**config.mk**
```make
export PLATFORM = sky130hd
export DESIGN_NAME = pipe_stage_buffer
export DESIGN_NICKNAME = d
export VERILOG_FILES = /design/src/rtl/pipe_stage_buffer.sv
export SDC_FILE = /design/constraint.sdc
export NUM_CORES = 1
export LEC_CHECK = 0
export ABC_AREA = 1
export CAP_MARGIN = 20
export CORE_MARGIN = 2
export CORE_UTILIZATION = 52
export CTS_CLUSTER_DIAMETER = 80
export DETAILED_ROUTE_END_ITERATION = 16
export GPL_TIMING_DRIVEN = 0
export PLACE_DENSITY = 0.82
export SYNTH_ARGS = -nofsm -noshare
export SYNTH_HDL_FRONTEND = slang
export SYNTH_SLANG_ARGS = --single-unit
```
**constraint.sdc**
```tcl
create_clock -name clk -period 2.06 [get_ports clk]
set_clock_uncertainty 0.05 [all_clocks]
set_input_delay 0.206 -clock clk [delete_from_list [all_inputs] [get_ports clk]]
set_output_delay 0.206 -clock clk [all_outputs]
set_load 0.05 [all_outputs]
```
**src/rtl/pipe_stage_buffer.sv**
```systemverilog
// pipe_stage_buffer: generic pipeline stage register with a valid/ready handshake.
//   SKID=1: two entries (main + skid), registered in_ready, full throughput.
//   SKID=0: one entry, combinational ready pass-through.
// Ports:
//   clk, reset (async active-low), flush (sync, discards all entries)
//   in_valid/in_ready/in_data   upstream handshake + payload
//   out_valid/out_ready/out_data downstream handshake + payload (NOP_VALUE when idle)
//   occupancy                   held entries (0..2)
module pipe_stage_buffer #(
  parameter int                    DATA_WIDTH = 64,
  parameter logic [DATA_WIDTH-1:0] NOP_VALUE  = '0,
  parameter bit                    SKID       = 1'b1
) (
  input  logic                  clk,
  input  logic                  reset,
  input  logic                  flush,
  input  logic                  in_valid,
  output logic                  in_ready,
  input  logic [DATA_WIDTH-1:0] in_data,
  output logic                  out_valid,
  input  logic                  out_ready,
  output logic [DATA_WIDTH-1:0] out_data,
  output logic [1:0]            occupancy
);

  // state encoding doubles as the occupancy count
  typedef enum logic [1:0] {EMPTY = 2'd0, ONE = 2'd1, FULL = 2'd2} state_t;

  state_t                state_q, state_d;
  logic [DATA_WIDTH-1:0] main_q, main_d;
  logic [DATA_WIDTH-1:0] skid_q, skid_d;
  logic                  accept, pop;

  assign out_valid = (state_q != EMPTY);
  assign out_data  = out_valid ? main_q : NOP_VALUE;
  assign occupancy = state_q;

  // flush forces ready high so upstream never stalls on a cycle whose payload is dropped anyway
  generate
    if (SKID) begin : g_skid
      assign in_ready = (state_q != FULL) || flush;
    end else begin : g_pass
      assign in_ready = !out_valid || out_ready || flush;
    end
  endgenerate

  assign accept = in_valid && in_ready;
  assign pop    = out_valid && out_ready;

  always_comb begin
    state_d = state_q;
    main_d  = main_q;
    skid_d  = skid_q;
    if (flush) begin
      state_d = EMPTY;
      main_d  = NOP_VALUE;
      skid_d  = NOP_VALUE;
    end else begin
      unique case (state_q)
        EMPTY: begin
          if (accept) begin
            main_d  = in_data;
            state_d = ONE;
          end
        end
        ONE: begin
          if (accept && pop) begin
            main_d = in_data;
          end else if (accept && SKID) begin
            // downstream stalled: park the new payload behind main
            skid_d  = in_data;
            state_d = FULL;
          end else if (pop) begin
            main_d  = NOP_VALUE;
            state_d = EMPTY;
          end
        end
        FULL: begin
          if (pop) begin
            main_d  = skid_q;
            state_d = ONE;
          end
        end
        default: begin
          state_d = EMPTY;
          main_d  = NOP_VALUE;
        end
      endcase
    end
  end

  always_ff @(posedge clk or negedge reset) begin
    if (!reset) begin
      state_q <= EMPTY;
      main_q  <= NOP_VALUE;
      skid_q  <= NOP_VALUE;
    end else begin
      state_q <= state_d;
      main_q  <= main_d;
      skid_q  <= skid_d;
    end
  end

endmodule

```
==> results.md <==
* Sequential share of the synthesized area at 49.9%
* Synthesized instance count at between 900 and 1000
* Initial antenna violation count at 0
* Post-DP HPWL at 11600 um
* Worst R2R End: skid_q[42]
* CP max stage delay at between 300 and 400 ps
* R2r startpoint: occupancy[1]
* Vias in the first global route at 5834
* Overall Power at 7.25 mW
* Critical path data arrival time at 1740 ps
* Core ar. at 12100 sq um
* Worst slew pin tran at between 600 and 700 ps
* Avg Inst Size Synth at 7.06 sq um
* Most frequent CP cell: buf_4
* Root buffer cell: clkbuf_16
* DR WL/cell at around 13 um
* Number of library cell types mapped by synthesis at 17
* Number of synthesis warnings at 0
* Max Buffers Root-to-Sink at 2
* Die W at 116 um
* Adder-cell share of the synthesized area at 0%
* Chip height at between 100 and 150 um
* Clock Latency Late Sink at 430 ps
* Net Count, Synth at between 900 and 1000
* Row count at 40
* CP max stage cell: dfrtp_1
* CTS tree: built
* Proportion of layout cells with a drive suffix above 1 at about an eighth
* Largest family of logic cells by synthesized area: simple AND/OR/NAND/NOR gates
* CP Capture Type: output pin
* Post-synthesis register bit count at 130
* Core Util, Final at a little over two thirds
* Fmax at approximately 500 MHz
* Max_slew headroom at about three fifths
* Simple-Gate Fraction of Synth Area at 40.9%
* Reg-to-reg setup timing slack at 240 ps
* DRC viols at 0
* Crit-path cells: buf_6 -> nor2_4 -> buf_4 -> buf_4 -> nor2_1 -> buf_2
* Largest net degree at the start of global routing at 92
* Initial core utilization at 53.8%
* Cts bufs inserted at 17
* Maximum vdd drop at 518 uV
* Final nets at 1150
* H-tree Lvls at 4
* Grt total ovfl at 0
* Setup violations, final at 0
* Routed vias/inst at 4.91
* Fillers at 1100
* Complex-gate fraction of the synthesized area at 0.173%
* Setup CP Type: flip-flop to output pin
* Status: complete, no violations
* Min-delay worst type: primary input to async pin
* Via count at 6194
* Worst Path Required at 1800 ps
* First-pass GRT wire length at 28000 um
* Post-Syn Area at 6510 sq um
* Drt total wl at 17000 um
* Syn-to-layout area delta at 29.1%
* Starting DRT DRC Count at 498
* Slew Viols, Final at 0
* Worst-path maximum fanout at 10
* Pwr dens at 863 nW/um^2
* Yosys top cell by area: dfrtp_1
* Area contributors post-synth: dfrtp_1 50%, nand2_1 26%, nand3_1 10%
* Worst slack, placed at -480 ps
* Crit share post-route at around 97%
* Leak Pwr at approximately 4.8 nW
* Gpl congestion at 0.819
* RSZ-0062 raised after global routing: true
* Fin worst setup slack at 65.1 ps
* Mux contribution to synthesized area at 0%
* DRT Pass-1 Iters at 5
* Period minus WS final at 1990 ps
* Max-cap violations at 0
* Synth Area in XOR/XNOR at 0%
* Total GRT Usage at 26.9%
* Die footprint at 13400 sq um
* Port Buffers at about 140
* Final hold viol count at 0
* Yosys top cell area share at 49.9%
* R2r worst-path depth at 5
* CTS sink cnt at 130
* Reg clk slew, reported paths at 50 ps
* Fin Hold WS at a little over 200 ps
* ANT cells at 0
* Crit path launch type: flip-flop
* CP delay by family, top: buffers and inverters
* Remaining antenna violation count at 0
* CP Buf/Inv Count at 4
* IO Count at approximately 140
==> kinds of logic after synthesis <==
family | Yosys count
buffers and inverters | 132
AOI/OAI and AO/OA | 2
DFF | 130
and+or+nand+nor | 659
==> worst register-to-register path, cell delays in order (launching register included) <==
cell	delay, ps
dfrtp_2	460
inv_2	120
nand4_1	480
clkbuf_1	390
nand3_1	150
nand2_1	60
==> sequential cells by signal, indices dropped and copies added (netlist names) <==
name       count
skid_q        64
occupancy      2
main_q        64
==> stage by stage <==
step,setup TNS [ps],cells,cell area (sq um)
finish,0,1262,8410
global route,0,1262,8410
detailed placement,-22160,1228,8110
floorplan,-6910,923,6510
global placement,-580880,1227,8090
CTS,-107,1261,8400
==> cells in the mapped netlist <==
cell type  number
nor2_1         68
buf_1           7
inv_2           3
buf_2           8
o21ai_0         1
nor2_4          2
nand4_1         1
inv_1          70
nand2_1       452
nand3_1       133
clkbuf_1       25
dfrtp_1       130
nor2_2          2
buf_6           2
nand2_2         1
a31oi_1         1
buf_4          17
==> area by class of cell <==
cell class	count	area (sq um)	share of cell area (%)
repair buffers	139	1090	13.0
plain buffers	59	339	4.03
flip-flops and latches	130	3250	38.7
clock buffers	27	503	5.98
clock inverters	5	50.0	0.595
well taps	168	210	2.50
inverters	73	274	3.26
multi-input cells	661	2680	31.9
==> per-layer routing <==
layer	vias to the layer above	routed length [um]	GRT usage (%)
li1	3126	-	-
met1	2827	7680	37.0
met2	208	7880	42.7
met3	33	1060	5.75
met4	0	336	9.60
met5	-	0	0
==> repair_timing <==
| item | 4_1_cts | 5_1_grt |
|---|---|---|
| setup buffers | 0 | 0 |
| endpoints found under the setup margin | 66 | 61 |
| resized for setup | 319 | 15 |
| hold endpoints to repair | 39 | 0 |
| cloned | 0 | 1 |
| hold buffers | 1 | 0 |
==> how the worst max path moves through the flow <==
stage / startpoint / to / cells past startpoint
6_report: occupancy[0] / out_data[44] / 6
5_1_grt: occupancy[0] / out_data[44] / 6
4_1_cts: occupancy[0] / out_data[11] / 6
3_5_place_dp: occupancy[0] / out_data[11] / 6
3_3_place_gp: reset / main_q[39] / 1
2_1_floorplan: occupancy[0] / out_data[10] / 5
==> layout by cell type, fill, tap and decap left out, types with 2 or more instances in the layout <==
cell type / instances
dfrtp_1: 129
buf_2: 67
clkbuf_16: 17
clkbuf_8: 4
nand2_1: 452
dlygate4sd2_1: 2
nor2_1: 67
buf_6: 4
clkbuf_1: 31
clkbuf_2: 3
clkinv_2: 4
nor2_4: 3
nor2_2: 2
nand3_1: 133
inv_2: 3
buf_4: 22
clkdlybuf4s50_1: 68
clkbuf_4: 2
inv_1: 70
==> where the power goes <==
part	internal (mW)	switching (mW)	total [mW]
Sequential	2.75	0.105	2.86
Combinational	0.498	1.08	1.57
Clock	1.78	1.05	2.82
Total	5.03	2.23	7.25
Note: power is estimated with default switching activity, not from simulation.
